**src/rtl/proc_pkg.sv**
```systemverilog
// proc_pkg
// Shared definitions for the proc_core multi-cycle CPU slice:
//   - FSM state, opcode and R-type ALU operation enums
//   - exception (status) codes written to r30 on arithmetic overflow
//   - fixed register indices for the status register and return address
//   - small decode helpers (immediate sign extension, R-type exception code)
// Optional feature macro used by the slice: MULDIV_EN (enables mul/div).
package proc_pkg;

    typedef enum logic [1:0] {
        ST_FETCH = 2'd0,
        ST_EXEC  = 2'd1,
        ST_MEM   = 2'd2
    } state_e;

    typedef enum logic [4:0] {
        OP_RTYPE = 5'b00000,
        OP_J     = 5'b00001,
        OP_BNE   = 5'b00010,
        OP_JAL   = 5'b00011,
        OP_JR    = 5'b00100,
        OP_ADDI  = 5'b00101,
        OP_BLT   = 5'b00110,
        OP_SW    = 5'b00111,
        OP_LW    = 5'b01000,
        OP_SETX  = 5'b10101,
        OP_BEX   = 5'b10110
    } opcode_e;

    typedef enum logic [4:0] {
        ALU_ADD = 5'b00000,
        ALU_SUB = 5'b00001,
        ALU_AND = 5'b00010,
        ALU_OR  = 5'b00011,
        ALU_SLL = 5'b00100,
        ALU_SRA = 5'b00101,
        ALU_MUL = 5'b00110,
        ALU_DIV = 5'b00111
    } aluop_e;

    localparam logic [31:0] EXC_ADD  = 32'd1;
    localparam logic [31:0] EXC_ADDI = 32'd2;
    localparam logic [31:0] EXC_SUB  = 32'd3;
    localparam logic [31:0] EXC_MUL  = 32'd4;
    localparam logic [31:0] EXC_DIV  = 32'd5;

    localparam logic [4:0] R_STATUS = 5'd30;
    localparam logic [4:0] R_RA     = 5'd31;

    function automatic logic [31:0] sext17(input logic [16:0] v);
        return {{15{v[16]}}, v};
    endfunction

    // Only add/sub/mul/div can overflow; the logical and shift ops never
    // raise the flag, so their entry here is never used.
    function automatic logic [31:0] rtype_exc(input aluop_e op);
        logic [31:0] code;
        case (op)
            ALU_SUB: code = EXC_SUB;
            ALU_MUL: code = EXC_MUL;
            ALU_DIV: code = EXC_DIV;
            default: code = EXC_ADD;
        endcase
        return code;
    endfunction

endpackage

```
**src/rtl/proc_alu.sv**
```systemverilog
// proc_alu
// Purely combinational ALU for proc_core.
// Ports:
//   a, b      : operands (a = rs data, b = rt data or sign-extended immediate)
//   shamt     : shift amount for sll/sra
//   op        : operation select
//   result    : 32-bit result (two's complement, mod 2^32)
//   overflow  : signed overflow / divide exception
//   op_valid  : high when op is an implemented operation
//   ne, lt    : branch flags, ne = (a != b), lt = signed(b) < signed(a)
// Macro MULDIV_EN: when defined, mul and div are implemented; otherwise they
// report op_valid = 0 so the core treats them as no-ops.
module proc_alu
    import proc_pkg::*;
(
    input  logic [31:0] a,
    input  logic [31:0] b,
    input  logic [4:0]  shamt,
    input  aluop_e      op,
    output logic [31:0] result,
    output logic        overflow,
    output logic        op_valid,
    output logic        ne,
    output logic        lt
);

    logic [31:0] sum;
    logic [31:0] diff;

    assign sum  = a + b;
    assign diff = a - b;

    // The branch flags compare B against A because bne/blt test $rd against $rs.
    assign ne = (a != b);
    assign lt = ($signed(b) < $signed(a));

`ifdef MULDIV_EN
    logic signed [63:0] product;
    logic signed [31:0] quotient;
    logic               div_bad;

    assign product  = $signed({{32{a[31]}}, a}) * $signed({{32{b[31]}}, b});
    // Both divide-by-zero and the single unrepresentable quotient
    // (-2^31 / -1) are exceptions, so the divider never sees them.
    assign div_bad  = (b == 32'd0) || ((a == 32'h8000_0000) && (b == 32'hFFFF_FFFF));
    assign quotient = div_bad ? 32'sd0 : ($signed(a) / $signed(b));
`endif

    always_comb begin
        result   = 32'd0;
        overflow = 1'b0;
        op_valid = 1'b1;
        case (op)
            ALU_ADD: begin
                result   = sum;
                overflow = (a[31] == b[31]) && (sum[31] != a[31]);
            end
            ALU_SUB: begin
                result   = diff;
                overflow = (a[31] != b[31]) && (diff[31] != a[31]);
            end
            ALU_AND: result = a & b;
            ALU_OR:  result = a | b;
            ALU_SLL: result = a << shamt;
            ALU_SRA: result = $signed(a) >>> shamt;
`ifdef MULDIV_EN
            ALU_MUL: begin
                result   = product[31:0];
                overflow = (product[63:32] != {32{product[31]}});
            end
            ALU_DIV: begin
                result   = quotient;
                overflow = div_bad;
            end
`endif
            default: op_valid = 1'b0;
        endcase
    end

endmodule

```
**src/rtl/proc_core.sv**
```systemverilog
// proc_core
// Non-pipelined multi-cycle 32-bit CPU core. Storage (ROM, RAM, register
// file) lives outside; this block owns only the PC and the FSM state.
// Ports:
//   clock, reset       : system clock, asynchronous active-high reset
//   address_imem       : instruction address (= PC)
//   q_imem             : registered ROM data for address_imem
//   ctrl_writeEnable   : register file write enable
//   ctrl_writeReg      : register file write index
//   ctrl_readRegA/B    : register file read indices
//   data_writeReg      : register file write data
//   data_readRegA/B    : combinational register file read data
//   wren               : RAM write enable
//   address_dmem, data : RAM address and write data
//   q_dmem             : registered RAM read data
// Each instruction spends one cycle in FETCH (ROM registers the word), one in
// EXEC (decode, execute, commit), and lw adds MEM (RAM registers the word).
// Macro MULDIV_EN: enables the mul/div R-type operations in proc_alu.
module proc_core
    import proc_pkg::*;
#(
    parameter logic [31:0] RESET_PC = 32'd0
)(
    input  logic        clock,
    input  logic        reset,
    output logic [31:0] address_imem,
    input  logic [31:0] q_imem,
    output logic        ctrl_writeEnable,
    output logic [4:0]  ctrl_writeReg,
    output logic [4:0]  ctrl_readRegA,
    output logic [4:0]  ctrl_readRegB,
    output logic [31:0] data_writeReg,
    input  logic [31:0] data_readRegA,
    input  logic [31:0] data_readRegB,
    output logic        wren,
    output logic [31:0] address_dmem,
    output logic [31:0] data,
    input  logic [31:0] q_dmem
);

    state_e      state_q, state_d;
    logic [31:0] pc_q, pc_d;

    opcode_e     opcode;
    aluop_e      aluop;
    logic [4:0]  rd, rs, rt, shamt;
    logic [31:0] imm, tgt, pc_inc;
    logic        unused_bits;

    logic        use_imm;
    aluop_e      alu_op;
    logic [31:0] alu_b, alu_result;
    logic        alu_ovf, alu_valid, alu_ne, alu_lt;

    logic        write_req;

    assign opcode      = opcode_e'(q_imem[31:27]);
    assign rd          = q_imem[26:22];
    assign rs          = q_imem[21:17];
    assign rt          = q_imem[16:12];
    assign shamt       = q_imem[11:7];
    assign aluop       = aluop_e'(q_imem[6:2]);
    assign imm         = sext17(q_imem[16:0]);
    assign tgt         = {5'd0, q_imem[26:0]};
    assign unused_bits = ^q_imem[1:0];
    assign pc_inc      = pc_q + 32'd1;

    assign address_imem = pc_q;

    // Port B selection: stores and branches read $rd, bex reads the status
    // register, everything else reads $rt.
    always_comb begin
        ctrl_readRegA = rs;
        ctrl_readRegB = rt;
        case (opcode)
            OP_SW, OP_BNE, OP_BLT, OP_JR: ctrl_readRegB = rd;
            OP_BEX:                       ctrl_readRegB = R_STATUS;
            default:                      ctrl_readRegB = rt;
        endcase
    end

    // addi/lw/sw add the immediate to $rs; only R-type uses its own aluop.
    always_comb begin
        use_imm = (opcode == OP_ADDI) || (opcode == OP_SW) || (opcode == OP_LW);
        alu_b   = use_imm ? imm : data_readRegB;
        alu_op  = (opcode == OP_RTYPE) ? aluop : ALU_ADD;
    end

    proc_alu u_alu (
        .a        (data_readRegA),
        .b        (alu_b),
        .shamt    (shamt),
        .op       (alu_op),
        .result   (alu_result),
        .overflow (alu_ovf),
        .op_valid (alu_valid),
        .ne       (alu_ne),
        .lt       (alu_lt)
    );

    // The RAM address is held through MEM so the registered read stays tied
    // to the lw effective address.
    assign address_dmem = alu_result;
    assign data         = data_readRegB;

    always_ff @(posedge clock or posedge reset) begin
        if (reset) begin
            state_q <= ST_FETCH;
            pc_q    <= RESET_PC;
        end else begin
            state_q <= state_d;
            pc_q    <= pc_d;
        end
    end

    // Next-state, PC and commit logic. Register and PC updates both land on
    // the edge that leaves EXEC (or MEM for lw), so reset asserted before that
    // edge returns the FSM to FETCH and cancels the write.
    always_comb begin
        state_d       = state_q;
        pc_d          = pc_q;
        write_req     = 1'b0;
        ctrl_writeReg = rd;
        data_writeReg = alu_result;
        wren          = 1'b0;
        case (state_q)
            ST_FETCH: begin
                state_d = ST_EXEC;
            end
            ST_EXEC: begin
                state_d = ST_FETCH;
                pc_d    = pc_inc;
                case (opcode)
                    OP_RTYPE: begin
                        if (alu_valid) begin
                            write_req = 1'b1;
                            if (alu_ovf) begin
                                ctrl_writeReg = R_STATUS;
                                data_writeReg = rtype_exc(aluop);
                            end
                        end
                    end
                    OP_ADDI: begin
                        write_req = 1'b1;
                        if (alu_ovf) begin
                            ctrl_writeReg = R_STATUS;
                            data_writeReg = EXC_ADDI;
                        end
                    end
                    OP_SW: begin
                        wren = 1'b1;
                    end
                    OP_LW: begin
                        state_d = ST_MEM;
                        pc_d    = pc_q;
                    end
                    OP_BNE: begin
                        if (alu_ne) begin
                            pc_d = pc_inc + imm;
                        end
                    end
                    OP_BLT: begin
                        if (alu_lt) begin
                            pc_d = pc_inc + imm;
                        end
                    end
                    OP_J: begin
                        pc_d = tgt;
                    end
                    OP_JAL: begin
                        write_req     = 1'b1;
                        ctrl_writeReg = R_RA;
                        data_writeReg = pc_inc;
                        pc_d          = tgt;
                    end
                    OP_JR: begin
                        pc_d = data_readRegB;
                    end
                    OP_BEX: begin
                        if (data_readRegB != 32'd0) begin
                            pc_d = tgt;
                        end
                    end
                    OP_SETX: begin
                        write_req     = 1'b1;
                        ctrl_writeReg = R_STATUS;
                        data_writeReg = tgt;
                    end
                    default: begin
                    end
                endcase
            end
            ST_MEM: begin
                state_d       = ST_FETCH;
                pc_d          = pc_inc;
                write_req     = 1'b1;
                data_writeReg = q_dmem;
            end
            default: begin
                state_d = ST_FETCH;
            end
        endcase
    end

    // r0 is hardwired to zero, so writes to it are dropped here.
    assign ctrl_writeEnable = write_req && (ctrl_writeReg != 5'd0);

endmodule

```
**config.mk**
```make
export PLATFORM = sky130hd
export DESIGN_NAME = proc_core
export DESIGN_NICKNAME = d
export VERILOG_FILES = /design/src/rtl/proc_pkg.sv /design/src/rtl/proc_alu.sv /design/src/rtl/proc_core.sv
export SDC_FILE = /design/constraint.sdc
export NUM_CORES = 1
export LEC_CHECK = 0
export ABC_AREA = 1
export CAP_MARGIN = 20
export CELL_PAD_IN_SITES_DETAIL_PLACEMENT = 2
export CELL_PAD_IN_SITES_GLOBAL_PLACEMENT = 2
export CORE_UTILIZATION = 28
export CTS_CLUSTER_SIZE = 30
export DETAILED_ROUTE_END_ITERATION = 16
export GPL_TIMING_DRIVEN = 0
export HOLD_SLACK_MARGIN = 0.05
export PLACE_DENSITY_LB_ADDON = 0.05
export SYNTH_ARGS = -nofsm -noshare
export SYNTH_HDL_FRONTEND = slang
export SYNTH_SLANG_ARGS = --single-unit
```
**constraint.sdc**
```tcl
create_clock -name clock -period 9.92 [get_ports clock]
set_input_delay 2.976 -clock clock [delete_from_list [all_inputs] [get_ports clock]]
set_output_delay 2.976 -clock clock [all_outputs]
set_load 0.02 [all_outputs]
```
==> results_dict.tcl <==
set metrics [dict create \
    status "complete, but fails checks" \
    violations "negative setup slack" \
    cts-buffers-inserted 5 \
    grt_usage 0.426 \
    ir_drop_v 0.000146 \
    ios 275 \
    netlist_instances 3054 \
    cp_slowest_cell "ha_4" \
    clockBufferDepth 2 \
    maxSlewViolCount 0 \
    ys_types 67 \
    final_design_area_no_fill_sq_um 23500 \
    grt-ovfl-total 0 \
    io_buffer_count 274 \
    cp.arrival_ns 7.08 \
    cts_tree "yes" \
    synth_top_area_cell "nand2_1" \
    clk_latency_ns 0.30 \
    htreeDepth 2 \
    netlist_area_sq_um 16700 \
    fp-row-count 89 \
    min_period_over_period 1.01 \
    drc 0 \
    finalCriticalPeriod_ns 10.06 \
    synth_top_cells_by_area "nand2_1, ha_1, o21ai_0, a21oi_1, inv_1" \
    antenna_found_initial 6 \
    ctsHoldBuffers 0 \
    ys_warn_count 0 \
    rsz0062_at_grt "yes" \
    critPathMaxFanout 8 \
    ys_async_sr_fraction 1.00 \
    setup_viol 23 \
    grt_max_degree 35 \
    die_y_um 246 \
    syn_nets 3351 \
    finalWirelength_um 138000 \
    yosys.cell_count.top_type "nand2_1" \
    synth_seq_cells 34 \
    cpMostUsedCell "nand2_1" \
    drt-vias-per-instance 5.96 \
    dpl_worst_slack_ns -2.67 \
    leakage_uw 0.0108 \
    die_area_sq_um 60700 \
    holdPathStages 2 \
    max_slew.worst_pin.slew_ns 1.22 \
    worst_slack_ns -0.137 \
    gp_congestion 1.03 \
    coreArea_sq_um 59000 \
    hp-class "reg -> reg" \
    syn_avg_cell_area_sq_um 5.48 \
    vias 25200 \
    ant_nets 0 \
    initial_utilization 0.283 \
    finalSetupTns_ns -1.10 \
    synth_edf_count 0 \
    synth_top_area_share 0.170 \
    end_kind "output port" \
    power_density_nw_per_um2 160 \
    drtPass1Iterations 5 \
    hold_viol_final 0 \
    cpPeakStageDelay_ns 0.34 \
    crit_path_start_kind "primary input" \
    synth_commonest_cells "nand2_1, inv_1, o21ai_0, a21oi_1, nor2_1" \
    timing.hold.ws_ns 0.632 \
    syn_to_final_growth_pct 40.4 \
    fin_util 0.398 \
    cts.clk_slew.worst_paths_ns 0.05 \
    slew-limit-headroom 0.179 \
    cts_sinks 34 \
    post-dp-hpwl_um 113000 \
    grt_pass1_vias 26400 \
    fp.dieW_um 246 \
    required_ns 6.94 \
    drive_gt1_frac 0.196 \
    clock_skew_ns 0.00740 \
    first_iter_violations 1693 \
    reg2regPathDepth 17 \
    root_buffer "clkbuf_16" \
    max_cap_viol_count 0 \
    dpl_cell_area_sq_um 20400 \
    final_nets 3746 \
    grt_pass1_wl_um 186000 \
    path_class "in -> out" \
    ys_seq_area_frac 0.0509 \
    max_freq_ghz 0.0994 \
    wire_per_inst_um 32.6 \
    synth_top_flop_cell "dfrtp_1" \
]
-- worst max-delay path, delay by kind of cell --
family | cells | cell delay, ns
simple gates | 16 | 1.77
buf+inv | 9 | 1.21
compound gates | 4 | 0.75
fa+ha+maj | 1 | 0.34
-- power by group --
part | switching, uW | total (uW) | internal (uW)
logic | 2210 | 3270 | 1060
clock network | 67.9 | 168 | 99.8
registers | 129 | 331 | 202
-- cell type report --
| class | instances | area (sq um) |
|---|---|---|
| clock inverters | 1 | 5.00 |
| clock buffers | 7 | 143 |
| flip-flops and latches | 34 | 851 |
| diodes | 4 | 10.0 |
| inverters | 392 | 1530 |
| plain buffers | 157 | 1180 |
| well taps | 773 | 967 |
| multi-input cells | 2461 | 15100 |
| repair buffers | 398 | 3730 |
| fillers | 7244 | 35500 |
-- registers in the layout (all words and copies together) (netlist names) --
signal,flops
address_imem,32
state_q,2
-- worst paths after layout --
kind                                           endpoint  slack [ns]                   startpoint
max in group asynchronous   address_imem[9]$_DFFE_PP0P_        6.26                        reset
min in group asynchronous          state_q[0]$_DFF_PP0_        3.14                        reset
max                                   data_writeReg[11]       -0.14                   q_imem[30]
min                                state_q[0]$_DFF_PP0_        0.63         state_q[1]$_DFF_PP0_
min reg2reg                        state_q[0]$_DFF_PP0_        0.63         state_q[1]$_DFF_PP0_
max reg2reg                address_imem[26]$_DFFE_PP0P_        3.89  address_imem[0]$_DFFE_PP0P_
-- logic make-up after synthesis --
kind of cell               after synthesis  synth area share
AOI/OAI and AO/OA                      799             0.264
muxes                                   15           0.00905
buffers and inverters                  559             0.152
DFF                                     34            0.0509
and+or+nand+nor                       1434             0.375
xor gates and xnor gates                46            0.0241
adders and majority gates              167             0.126
-- metrics by stage --
stage	cells	power, uW
2_1_floorplan	3054	1880
3_3_place_gp	4101	3150
3_5_place_dp	4102	3210
4_1_cts	4175	3540
5_1_grt	4226	3920
6_report	4227	3770
-- layout by cell type (no fill, tap or decap), drive strengths merged, types with 18 or more instances in the layout --
cell	n
a21oi	316
inv	385
o211ai	22
nand4	42
o21ai	327
clkbuf	56
o22ai	36
dfrtp	34
or2	21
nand3	207
nor2	314
nor3	35
clkdlybuf4s50	207
ha	164
buf	262
xor2	33
dlygate4sd2	21
nand2	780
o21bai	18
a22oi	18
-- layer usage --
metal	wire length (um)	GRT usage	up-vias
li1	-	-	10900
met1	50700	0.465	12600
met2	64700	0.744	1158
met3	8120	0.0569	498
met4	14000	0.332	4
met5	31	0	-
-- what timing repair did --
action	4_1_cts	5_1_grt
gates cloned	5	1
endpoints found under the setup margin	70	66
resized for setup	545	220
pin swaps	49	56
setup buffers	63	54
Power figures use the tool's default switching activity.
